<file path="config.mk">
export PLATFORM = sky130hd
export DESIGN_NAME = branch_unit
export DESIGN_NICKNAME = d
export VERILOG_FILES = /design/src/rtl/branch_unit.sv
export SDC_FILE = /design/constraint.sdc
export NUM_CORES = 1
export LEC_CHECK = 0
export ABC_AREA = 1
export CAP_MARGIN = 15
export CORE_MARGIN = 5
export CORE_UTILIZATION = 48
export CTS_CLUSTER_SIZE = 20
export DETAILED_ROUTE_END_ITERATION = 6
export PLACE_DENSITY = 0.85
export SLEW_MARGIN = 5
export SYNTH_ARGS = -nofsm -noshare
export SYNTH_HDL_FRONTEND = slang
export SYNTH_SLANG_ARGS = --single-unit
</file>
<file path="constraint.sdc">
create_clock -name clock -period 6.5 [get_ports clock]
set_clock_uncertainty 0.1 [all_clocks]
set_input_delay 1.95 -clock clock [delete_from_list [all_inputs] [get_ports clock]]
set_output_delay 1.95 -clock clock [all_outputs]
set_load 0.01 [all_outputs]
</file>
<file path="src/rtl/branch_unit.sv">
// branch_unit: sequential branch-control unit for the LEGv8 datapath.
// Accepts one branch instruction (B, BL, BR, CBZ, CBNZ, B.cond) through a
// valid/ready handshake and sequences the control words it needs on the
// shared datapath. The states are EVAL (zero test), LINK (return-address
// write) and JUMP (PC update).
//
// Handshake: an instruction is accepted on a rising edge where
// instr_valid & instr_ready. instr_ready is high only in IDLE. instr_valid
// is ignored while busy. The producer holds instruction/flags stable while
// instr_valid is high and not yet accepted.
//
// Ports:
//   clock, reset      rising-edge clock, synchronous active-high reset
//   instr_valid/ready instruction handshake
//   instruction       32-bit instruction word, latched on accept
//   flags             {N,Z,C,V}, latched on accept
//   alu_zero          ALU zero flag, sampled at the end of EVAL
//   controlWord       {Psel,DA,SA,SB,Fsel,regW,ramW,EN_MEM,EN_ALU,EN_B,
//                      EN_PC,Bsel,PCsel,SL}, registered
//   K                 sign-extended word offset, registered
//   busy              unit is outside IDLE
//   done              one-cycle pulse in the JUMP cycle
//   taken, error      branch outcome / unsupported opcode, valid with done
//   dbg_state         current FSM state (0 IDLE, 1 EVAL, 2 LINK, 3 JUMP)
module branch_unit #(
    parameter int          DATA_WIDTH  = 64,
    parameter logic [4:0]  LINK_REG    = 5'd30,
    parameter logic [4:0]  FSEL_PASS_B = 5'b00100,
    parameter bit          ENABLE_COND = 1'b1
) (
    input  logic                  clock,
    input  logic                  reset,
    input  logic                  instr_valid,
    output logic                  instr_ready,
    input  logic [31:0]           instruction,
    input  logic [3:0]            flags,
    input  logic                  alu_zero,
    output logic [30:0]           controlWord,
    output logic [DATA_WIDTH-1:0] K,
    output logic                  busy,
    output logic                  done,
    output logic                  taken,
    output logic                  error,
    output logic [1:0]            dbg_state
);

    typedef enum logic [1:0] {S_IDLE, S_EVAL, S_LINK, S_JUMP} state_t;
    typedef enum logic [2:0] {K_B, K_BL, K_BR, K_CBZ, K_CBNZ, K_BCOND, K_BAD} kind_t;

    localparam logic [30:0] IDLE_CW = {2'b00, 5'd31, 5'd31, 5'd31, 5'd0, 9'd0};

    state_t                state_q, state_d;
    logic [31:0]           instr_q, instr_d;
    logic [3:0]            flags_q, flags_d;
    logic                  taken_r_q, taken_r_d;
    logic [30:0]           cw_q, cw_d;
    logic [DATA_WIDTH-1:0] k_q, k_d;
    logic                  done_q, done_d;
    logic                  taken_q, taken_d;
    logic                  error_q, error_d;

    logic                  accept;
    kind_t                 kind;
    logic                  cond_true;
    logic [1:0]            psel;
    logic [4:0]            da, sa, sb, fsel;
    logic                  reg_w, en_alu, en_pc, pcsel;

    // Condition codes: bits [3:1] select the base test, bit 0 inverts it
    // (except 111x, which is always true).
    function automatic logic cond_eval(input logic [3:0] c, input logic [3:0] f);
        logic n, z, cf, v, base;
        n  = f[3];
        z  = f[2];
        cf = f[1];
        v  = f[0];
        case (c[3:1])
            3'b000:  base = z;
            3'b001:  base = cf;
            3'b010:  base = n;
            3'b011:  base = v;
            3'b100:  base = cf & ~z;
            3'b101:  base = (n == v);
            3'b110:  base = ~z & (n == v);
            default: base = 1'b1;
        endcase
        return (c[0] && c[3:1] != 3'b111) ? ~base : base;
    endfunction

    always_comb begin
        accept  = instr_valid & (state_q == S_IDLE);
        // Outputs are registered, so decode works on the word that will be
        // latched: the incoming one on accept, the held one otherwise.
        instr_d = accept ? instruction : instr_q;
        flags_d = accept ? flags : flags_q;

        if (instr_d[31:26] == 6'b000101)                       kind = K_B;
        else if (instr_d[31:26] == 6'b100101)                  kind = K_BL;
        else if (instr_d[31:21] == 11'b11010110000)            kind = K_BR;
        else if (instr_d[31:24] == 8'b10110100)                kind = K_CBZ;
        else if (instr_d[31:24] == 8'b10110101)                kind = K_CBNZ;
        else if (ENABLE_COND && instr_d[31:24] == 8'b01010100) kind = K_BCOND;
        else                                                   kind = K_BAD;

        cond_true = cond_eval(instr_d[3:0], flags_d);

        state_d   = state_q;
        taken_r_d = taken_r_q;
        case (state_q)
            S_IDLE: if (accept) begin
                case (kind)
                    K_BL:           state_d = S_LINK;
                    K_CBZ, K_CBNZ:  state_d = S_EVAL;
                    default:        state_d = S_JUMP;
                endcase
                case (kind)
                    K_B, K_BL, K_BR: taken_r_d = 1'b1;
                    K_BCOND:         taken_r_d = cond_true;
                    default:         taken_r_d = 1'b0;
                endcase
            end
            S_EVAL: begin
                state_d   = S_JUMP;
                taken_r_d = (kind == K_CBNZ) ? ~alu_zero : alu_zero;
            end
            S_LINK:  state_d = S_JUMP;
            default: state_d = S_IDLE;
        endcase

        psel   = 2'b00;
        da     = 5'd31;
        sa     = 5'd31;
        sb     = 5'd31;
        fsel   = 5'd0;
        reg_w  = 1'b0;
        en_alu = 1'b0;
        en_pc  = 1'b0;
        pcsel  = 1'b0;
        case (state_d)
            S_EVAL: begin
                // SA=XZR with A|B passes Rt through the ALU for the zero test.
                sb     = instr_d[4:0];
                fsel   = FSEL_PASS_B;
                en_alu = 1'b1;
            end
            S_LINK: begin
                da    = LINK_REG;
                reg_w = 1'b1;
                en_pc = 1'b1;
            end
            S_JUMP: begin
                if (!taken_r_d) begin
                    psel = 2'b01;
                end else if (kind == K_BR) begin
                    psel = 2'b10;
                    sa   = instr_d[9:5];
                end else begin
                    psel  = 2'b11;
                    pcsel = 1'b1;
                end
            end
            default: ;
        endcase
        cw_d = {psel, da, sa, sb, fsel, reg_w, 1'b0, 1'b0, en_alu, 1'b0, en_pc, 1'b0, pcsel, 1'b0};

        k_d = '0;
        if (state_d != S_IDLE) begin
            case (kind)
                K_B, K_BL:                 k_d = {{(DATA_WIDTH-26){instr_d[25]}}, instr_d[25:0]};
                K_CBZ, K_CBNZ, K_BCOND:    k_d = {{(DATA_WIDTH-19){instr_d[23]}}, instr_d[23:5]};
                default:                   k_d = '0;
            endcase
        end

        done_d  = (state_d == S_JUMP);
        taken_d = done_d & taken_r_d;
        error_d = done_d & (kind == K_BAD);
    end

    always_ff @(posedge clock) begin
        if (reset) begin
            state_q   <= S_IDLE;
            instr_q   <= '0;
            flags_q   <= '0;
            taken_r_q <= 1'b0;
            cw_q      <= IDLE_CW;
            k_q       <= '0;
            done_q    <= 1'b0;
            taken_q   <= 1'b0;
            error_q   <= 1'b0;
        end else begin
            state_q   <= state_d;
            instr_q   <= instr_d;
            flags_q   <= flags_d;
            taken_r_q <= taken_r_d;
            cw_q      <= cw_d;
            k_q       <= k_d;
            done_q    <= done_d;
            taken_q   <= taken_d;
            error_q   <= error_d;
        end
    end

    assign instr_ready = (state_q == S_IDLE);
    assign busy        = (state_q != S_IDLE);
    assign controlWord = cw_q;
    assign K           = k_q;
    assign done        = done_q;
    assign taken       = taken_q;
    assign error       = error_q;
    assign dbg_state   = state_q;

endmodule

</file>
# Word level (Yosys, flattened, before mapping)
# Cells that the tools add are included.
totals:
  ff_bits: 137
  latchBits: 0
  ram_bits: 0
  mem_bits_ro: 0
  in_bits: 40
  out_inout_bits: 102
  wordCells: 93
  n_memories: 0
classes:
  add_sub_neg: 0
  mul: 0
  n_div: 0
  order_cmp: 0
  eq_ne: 25
  shifts: 0
  muxes: 25
  bitwise_logic: 13
  n_reduce_logical: 16
ops:
  columns: ["cell", "count"]
  rows:
  - ["$pmux 64 s2", 1]
  - ["$mux 32", 1]
  - ["$eq 3x3->1 const B", 6]
  - ["$eq 8x8->1 const B", 2]
  - ["$mux 3", 5]
  - ["$eq 3x2->1 const B", 4]
  - ["$reduce_or 2->1", 6]
  - ["$eq 11x11->1 const B", 1]
  - ["$reduce_or 3->1", 3]
  - ["$eq 8x7->1 const B", 1]
  - ["$mux 1", 8]
  - ["$mux 2", 4]
  - ["$not 1->1", 8]
  - ["$pmux 2 s2", 2]
  - ["$pmux 1 s7", 1]
  - ["$eq 2x2->1 const B", 3]
  - ["$eq 3x1->1 const B", 2]
  - ["$eq 6x3->1 const B", 1]
  - ["$eq 6x6->1 const B", 1]
  - ["$logic_not 3->1", 2]
  - ["$and 1x1->1", 5]
  - ["$eq 2x1->1 const B", 2]
  - ["$mux 4", 1]
  - ["$pmux 1 s2", 2]
  - ["6 further kinds", 7]

# Depth between registers and ports, before layout
# Gate-level depths: netlist of the first run.
depth:
  ltp_word: 18
  depth_mapped: 21
  depth_no_buf: 19

# Worst setup path before layout of the first run
# No wires, ideal clock.
synth_path:
  kind: "input to register"
  startpoint: "input port instr_valid"
  endpoint: "register k_q[10], in the netlist K[10]"
  setup_ps: 118
  arrival_time_ps: 3555
  t_required_ps: 6282
  slack_ps: 2727
  stages: 19
  n_path_buf: 3
  path_cell_list: "buf_6 -> nand2_8 -> inv_2 -> buf_6 -> nand2_2 -> nand2_1 -> nor2_2 -> inv_1 -> nor2_2 -> nand3_2 -> o211ai_2 -> inv_2 -> nor2_4 -> nor2_2 -> nand2_2 -> inv_2 -> nor2_8 -> buf_6 -> nor2_1"
synth_between:
  elab_chain_cells: 17
  elab_cells_between_ends: 29
  cone_classes: "eq/ne: 10; mux: 11; bitwise: 2; reduce/logical: 6"
synth_lines:
  columns: ["item", "line_no", "rtl"]
  rows:
  - ["start: declaration", "33", "input logic instr_valid,"]
  - ["$and 1x1->1 (*)", "91", "accept = instr_valid & (state_q == S_IDLE);"]
  - ["$mux 32", "94", "instr_d = accept ? instruction : instr_q;"]
  - ["$eq 8x7->1", "102", "else if (ENABLE_COND && instr_d[31:24] == 8'b01010100) kind = K_BCOND;"]
  - ["$mux 2", "102", null]
  - ["$mux 2", "101", "else if (instr_d[31:24] == 8'b10110101) kind = K_CBNZ;"]
  - ["$mux 3", "100", "else if (instr_d[31:24] == 8'b10110100) kind = K_CBZ;"]
  - ["$mux 3", "99", "else if (instr_d[31:21] == 11'b11010110000) kind = K_BR;"]
  - ["$mux 3", "98", "else if (instr_d[31:26] == 6'b100101) kind = K_BL;"]
  - ["$mux 3", "97", "if (instr_d[31:26] == 6'b000101) kind = K_B;"]
  - ["$eq 3x3->1 / $eq 3x2->1 (equally long branches)", "111, 168", null]
  - ["$reduce_or 2->1", "111", "case (kind)"]
  - ["$pmux 2 s2", "111", null]
  - ["$mux 2", "110", "S_IDLE: if (accept) begin"]
  - ["$pmux 2 s2", "109", "case (state_q)"]
  - ["$reduce_bool 2->1", "167", "if (state_d != S_IDLE) begin"]
  - ["$not 1->1 (no line)", null, null]
  - ["$reduce_or 2->1 (no line)", null, null]
  - ["end signal: assignment", "197", "k_q <= k_d;"]
  - ["end: declaration", "57", "logic [DATA_WIDTH-1:0] k_q, k_d;"]
# Mark *: on every way between the ends. The rest lies on a longest branch, timed or not.
# A chain may end at the register's enable or synchronous reset.

# Worst setup path in the final report of the first run
layout_path:
  startpoint: "input port instr_valid"
  endpoint: "register error_q, in the netlist error"
layout_between:
  elab_chain_cells: 16
  elab_cells_between_ends: 24
  cone_classes: "eq/ne: 11; mux: 10; bitwise: 2; reduce/logical: 1"
layout_lines:
  columns: ["item", "line_no", "rtl"]
  rows:
  - ["$and 1x1->1 (*)", "91", null]
  - ["$mux 32", "94", null]
  - ["$eq 8x7->1", "102", null]
  - ["$mux 2", "102", null]
  - ["$mux 2", "101", null]
  - ["$mux 3", "100", null]
  - ["$mux 3", "99", null]
  - ["$mux 3", "98", null]
  - ["$mux 3", "97", null]
  - ["$eq 3x3->1 / $eq 3x2->1 (equally long branches)", "111", null]
  - ["$reduce_or 2->1", "111", null]
  - ["$pmux 2 s2", "111", null]
  - ["$mux 2", "110", null]
  - ["$pmux 2 s2", "109", null]
  - ["$eq 2x2->1", "175", "done_d = (state_d == S_JUMP);"]
  - ["$and 1x1->1 (*)", "177", "error_d = done_d & (kind == K_BAD);"]
  - ["end signal: assignment", "200", "error_q <= error_d;"]
  - ["end: declaration", "60", "logic error_q, error_d;"]
# Marks and branches as above.

==> results of run 1 <==
==> registers in the layout, summed over array words and instances (netlist names) <==
register / cells
taken_r_q: 1
flags_q: 4
taken: 1
K: 26
error: 1
controlWord: 16
done: 1
dbg_state: 2
instr_q: 32
==> cells in the final DEF, fill, tap and decap left out, types with 2 or more instances in the layout <==
cell type / synthesis / routed
clkbuf_8: 0 / 9
clkinvlp_4: 0 / 4
or2_2: 18 / 18
or2_1: 3 / 3
nand4_1: 5 / 5
o21a_1: 3 / 3
nand3b_1: 2 / 2
nand2_2: 6 / 6
inv_1: 54 / 54
inv_2: 6 / 6
nand3_1: 16 / 16
nand2_1: 55 / 55
a21oi_1: 12 / 12
nor2_2: 6 / 6
o21ai_0: 23 / 23
clkdlybuf4s50_1: 0 / 128
o21ai_2: 5 / 5
nand3_2: 2 / 2
nor3_1: 4 / 4
dfxtp_1: 84 / 84
conb_1: 2 / 13
a22oi_1: 17 / 17
ha_1: 3 / 3
nor2_1: 78 / 78
==> metrics by stage <==
step	cell area, um2	instances	util	power (W)	worst slack [ps]
after floorplan	3870	496	-	0.00128	2730
after global placement	4780	656	0.615	0.00147	1330
after detailed placement	4780	656	0.615	0.00150	1180
after CTS	4970	672	0.640	0.00186	1530
after global routing	4980	673	0.642	0.00199	1200
final	4980	673	0.642	0.00186	1420
==> worst max path at each step <==
stage	from	to	slack, ps
after floorplan	instr_valid	K[10]	2730
after global placement	instr_valid	K[20]	1330
after detailed placement	instr_valid	K[24]	1180
after CTS	instr_valid	K[21]	1530
after global routing	instr_valid	K[21]	1200
final	instr_valid	error	1420
==> cell usage after synthesis (all sizes together) <==
library cell / instances
nor2: 86
dfxtp: 84
buf: 64
nand2: 62
inv: 60
o21ai: 28
or2: 21
nand3: 18
a22oi: 17
a21oi: 13
clkbuf: 7
nand4: 5
nor3: 5
ha: 3
o21a: 3
conb: 2
nand3b: 2
o211ai: 2
a21boi: 1
mux2i: 1
nor4: 1
==> logic make-up (layout without fill, tap and decap cells) <==
logic type | after synthesis | count (layout) | synth area share
AOI/OAI and AO/OA | 64 | 64 | 0.109
buffers and inverters | 131 | 206 | 0.192
DFF | 84 | 84 | 0.439
other | 2 | 13 | 0.00196
muxes | 1 | 1 | 0.00261
adders and majority gates | 3 | 3 | 0.00980
and+or+nand+nor | 200 | 200 | 0.245
==> per-layer routing <==
layer	track usage	vias to the layer above	routed length, um
met5	0	-	0
met4	0.0840	0	233
met3	0.0400	22	837
met2	0.319	153	4580
met1	0.238	1487	3890
li1	-	1613	-
==> worst max-delay path: stages <==
cell,delay [ps]
clkdlybuf4s50_1,730
nand2_8,250
inv_2,500
nor2_1,90
nor2_1,180
inv_1,110
nor4_1,520
inv_1,140
nand2_2,340
nor2_1,120
o211ai_1,140
nor3_1,90
==> power groups by stage <==
stage / clock, W / combinational, W / sequential [W]
2_1_floorplan: 0 / 0.000606 / 0.000676
3_3_place_gp: 0 / 0.000811 / 0.000659
3_5_place_dp: 0 / 0.000842 / 0.000662
4_1_cts: 0.000361 / 0.000848 / 0.000652
5_1_grt: 0.000385 / 0.000944 / 0.000661
6_report: 0.000356 / 0.000859 / 0.000650
==> cell type report <==
type	count	area (um2)
Clock buffer	10	128
Clock inverter	6	65.1
Fill cell	650	2780
Inverter	60	225
Multi-Input combinational cell	281	1450
Sequential cell	84	1680
Tap cell	102	128
Timing Repair Buffer	130	1300
==> results.sh, run 1 <==
export IMPL_ctsHoldBuffers=0
export IMPL_clk_path_buf_depth=2
export IMPL_ys_seq_area_frac=0.439
export IMPL_cts_sinks=84
export IMPL_portBuffers=128
export IMPL_grt_pass1_wl_um=15200
export IMPL_hold_viol=0
export IMPL_clock_latency_ps=340
export IMPL_wl_um=9540
export IMPL_start_util=0.493
export IMPL_critPathRequiredTime_ps=6620
export IMPL_syn_inst=485
export IMPL_rsz0062_at_grt="no"
export IMPL_worst_slew_pin_slew_ps=739
export IMPL_hold_end="instr_q[27]"
export IMPL_synth_area_um2=3830
export IMPL_rrSetupSlack_ps=2720
export IMPL_synth_area_leader_cell="dfxtp_1"
export IMPL_drt_initial_drc_count=150
export IMPL_syn_to_final_growth_pct=30.2
export IMPL_grt_ovfl_total=0
export IMPL_ys_ff_latch=84
export IMPL_place_gp_congestion=0.965
export IMPL_die_w_um=99.3
export IMPL_crit_type="primary input to flip-flop"
export IMPL_clock_root_buffer="clkbuf_8"
export IMPL_row_count=32
export IMPL_track_usage=0.191
export IMPL_htreeDepth=3
export IMPL_tns_ps=0
export IMPL_clkTransAtPathRegs_ps=80
export IMPL_reg2regPathDepth=13
export IMPL_swShare=0.400
export IMPL_switchingPower_w=0.000747
export IMPL_maxSlewViolCount=0
export IMPL_grt_max_degree=47
export IMPL_max_freq_mhz=197
export IMPL_fp_dieH_um=99.3
export IMPL_pin_count=142
export IMPL_finalCritPeriodShare=0.782
export IMPL_cap_violations=0
export IMPL_fin_crit_ps=5080
export IMPL_r2r_start="dbg_state[1]"
export IMPL_drc=0
export IMPL_ir_worst_vdd_mv=0.165
export IMPL_min_from="instr_q[27]"
export IMPL_arrival_ps=5200
export IMPL_r2r_end="error"
export IMPL_critPathLaunchType="primary input"
export IMPL_dr_pass1_iters=4
export IMPL_whs_ps=380
export IMPL_comb_power_share=0.461
export IMPL_num_nets_final=609
export IMPL_diodes=0
export IMPL_end_kind="flip-flop"
export IMPL_hold_depth=2
export IMPL_power_frac_clock=0.191
export IMPL_netlist_area_leader_share=0.439
export IMPL_hpwl_um=6970
export IMPL_wl_per_cell_um=14.2
export IMPL_synth_avg_cell_area_um2=7.89
export IMPL_synthTopCellsByArea="dfxtp_1 44%, buf_4 10%, nor2_1 7.6%"
export IMPL_slew_headroom=0.504
export IMPL_setup_violations=0
export IMPL_grt_pass1_vias=3099
export IMPL_vias=3275
export IMPL_core_um2=7770
export IMPL_vias_per_cell=4.87
export IMPL_cts_buffers=9
export IMPL_tritoncts="yes"
export IMPL_postCtsSetupBuffers=0
export IMPL_layout_drive_gt1_share=0.117
export IMPL_synth_cell_types=37
export IMPL_outcome="completed"
export IMPL_yosysWarnings=0
export IMPL_worst_path_max_fanout=46
export IMPL_cts_resized=0
export IMPL_seq_power_share=0.348
export IMPL_antenna_found_initial=0
export IMPL_power_density_nw_per_um2=374
export IMPL_detail_route_antenna_nets=0
export IMPL_hold_path_class="flip-flop to flip-flop"
export IMPL_p_leak_nw=2.17
export IMPL_p_int_w=0.00112
export IMPL_die_area_um2=9860
Power figures use the tool's default switching activity.
==> run 2: changes to the inputs <==
Settings changed: CORE_UTILIZATION 48 to 40, PLACE_DENSITY 0.85 to 0.75.
Clock period 6.5 ns to 4.2 ns, I/O delays scaled along.
==> run 2 against run 1 <==
Compared with the run above: non-clock buffer count rose by 6; flip-flop and latch count stayed put; critical path type unchanged; register-to-register slack worse by 1700 ps; routed wire length up 2.0%; via count fell by 1.3%; clock power is 63% higher; highest routed layer unchanged; worst setup slack got worse by 870 ps; cell count up 4.9%; utilization decreased by 9.6 points.
==> results.sh, run 2 (same netlist as run 1, synthesis figures left out) <==
export IMPL_fin_crit_ps=3650
export IMPL_hold_viol=0
export IMPL_pin_count=142
export IMPL_mostFrequentLayoutCell="clkdlybuf4s50_1"
export IMPL_hold_end="instr_q[28]"
export IMPL_wl_per_cell_um=13.8
export IMPL_instances_no_fill=706
export IMPL_largest_register="instr_q"
export IMPL_track_usage=0.164
export IMPL_critPathRequiredTime_ps=4320
export IMPL_drt_initial_drc_count=157
export IMPL_maxSlewViolCount=0
export IMPL_grt_pass1_vias=3119
export IMPL_cts_resized=0
export IMPL_crit_chain="clkdlybuf4s50_1 -> nand2_8 -> buf_4 -> o21ai_0 -> inv_1 -> nand2_1 -> nand2_1 -> nand3_1 -> nand3_1 -> nand3_1 -> nand2_2 -> a21oi_4 -> nand4_1"
export IMPL_start_util=0.412
export IMPL_max_stage_delay_ps=610
export IMPL_clock_latency_ps=350
export IMPL_postCtsSetupBuffers=0
export IMPL_layout_common_cells="128 x clkdlybuf4s50_1, 84 x dfxtp_1, 78 x nor2_1"
export IMPL_hold_path_class="flip-flop to flip-flop"
export IMPL_min_from="instr_q[28]"
export IMPL_outcome="completed"
export IMPL_vias_per_cell=4.58
export IMPL_r2r_end="controlWord[19]"
export IMPL_setup_violations=0
export IMPL_crit_family="buffers and inverters"
export IMPL_r2r_start="dbg_state[1]"
export IMPL_wl_um=9730
export IMPL_core_um2=9280
export IMPL_end_kind="flip-flop"
export IMPL_tns_ps=0
export IMPL_grt_max_degree=40
export IMPL_slew_headroom=0.321
export IMPL_vias=3231
export IMPL_detail_route_antenna_nets=0
export IMPL_power_density_nw_per_um2=577
export IMPL_ir_worst_vdd_mv=0.310
export IMPL_hold_depth=2
export IMPL_cts_sinks=84
export IMPL_layout_drive_gt1_share=0.127
export IMPL_portBuffers=128
export IMPL_final_util=0.545
export IMPL_crit_type="primary input to flip-flop"
export IMPL_reg2regPathDepth=14
export IMPL_rsz0062_at_grt="no"
export IMPL_worst_slew_pin_slew_ps=1020
export IMPL_clock_root_buffer="clkbuf_8"
export IMPL_cp_slowest_cell="clkdlybuf4s50_1"
export IMPL_dp_slack_ps=209
export IMPL_p_total_w=0.00292
export IMPL_rrSetupSlack_ps=1040
export IMPL_tritoncts="yes"
export IMPL_htreeDepth=3
export IMPL_syn_to_final_growth_pct=32.2
export IMPL_worst_path_max_fanout=28
export IMPL_antenna_found_initial=0
export IMPL_ctsHoldBuffers=0
export IMPL_arrival_ps=3770
export IMPL_grt_ovfl_total=0
export IMPL_max_freq_mhz=274
export IMPL_cpMostUsedCell="nand3_1"
export IMPL_drc=0
export IMPL_num_nets_final=615
export IMPL_place_gp_congestion=0.811
export IMPL_dr_pass1_iters=4
export IMPL_row_count=35
export IMPL_grt_pass1_wl_um=15200
export IMPL_crit_buf_inv=3
export IMPL_diodes=0
export IMPL_largest_register_ffs=32
export IMPL_finalCritPeriodShare=0.870
export IMPL_hpwl_um=7520
export IMPL_critPathLaunchType="primary input"
export IMPL_worst_slack_ps=548
export IMPL_cap_violations=0
export IMPL_p_leak_nw=2.21
export IMPL_fp_dieH_um=108
export IMPL_placedCellCount=690
export IMPL_clkTransAtPathRegs_ps=90
export IMPL_die_w_um=108
export IMPL_die_area_um2=11600
export IMPL_cts_buffers=9
export IMPL_clk_path_buf_depth=2
[run 2: how the worst max path moves through the flow]
stage / start / endpoint / slack (ps) / depth (start not counted)
floorplan: instr_valid / K[10] / 1120 / 19
global placement: instr_valid / controlWord[20] / 250 / 13
detailed placement: instr_valid / controlWord[19] / 210 / 13
CTS: instr_valid / controlWord[19] / 570 / 13
global route: instr_valid / K[14] / 320 / 16
finish: instr_valid / controlWord[19] / 550 / 13
[run 2: per-layer routing]
metal  vias up  wire length [um]  track usage
met2       106              4820        0.278
met1      1482              4120        0.199
li1       1622                 -            -
met4         0               217       0.0667
met5         -                 0            0
met3        21               575       0.0384
[run 2: per-stage QoR]
stage,hold slack (ps),instance area [um2]
6_report,384,5060
5_1_grt,433,5060
3_5_place_dp,369,4860
2_1_floorplan,351,3870
4_1_cts,385,5060
3_3_place_gp,364,4860
[run 2: worst reg2reg max path: cells and delay by family (launching register included)]
family                     cells  cell delay, ps
buffers and inverters          3             580
and+or+nand+nor                8             790
AOI/OAI and AO/OA              2             690
adders and majority gates      1             530
DFF                            1             340
[run 2: layout make-up]
cell class              count  area, um2
repair buffers            136       1340
fillers                   877       4220
well taps                 129        161
flip-flops and latches     84       1680
multi-input cells         281       1450
inverters                  60        225
clock inverters             6       71.3
clock buffers              10        128
[run 2: power breakdown]
| part | internal (W) | switching, W |
|---|---|---|
| logic | 0.000519 | 0.000818 |
| clock network | 0.000280 | 0.000299 |
| registers | 0.000952 | 0.0000533 |
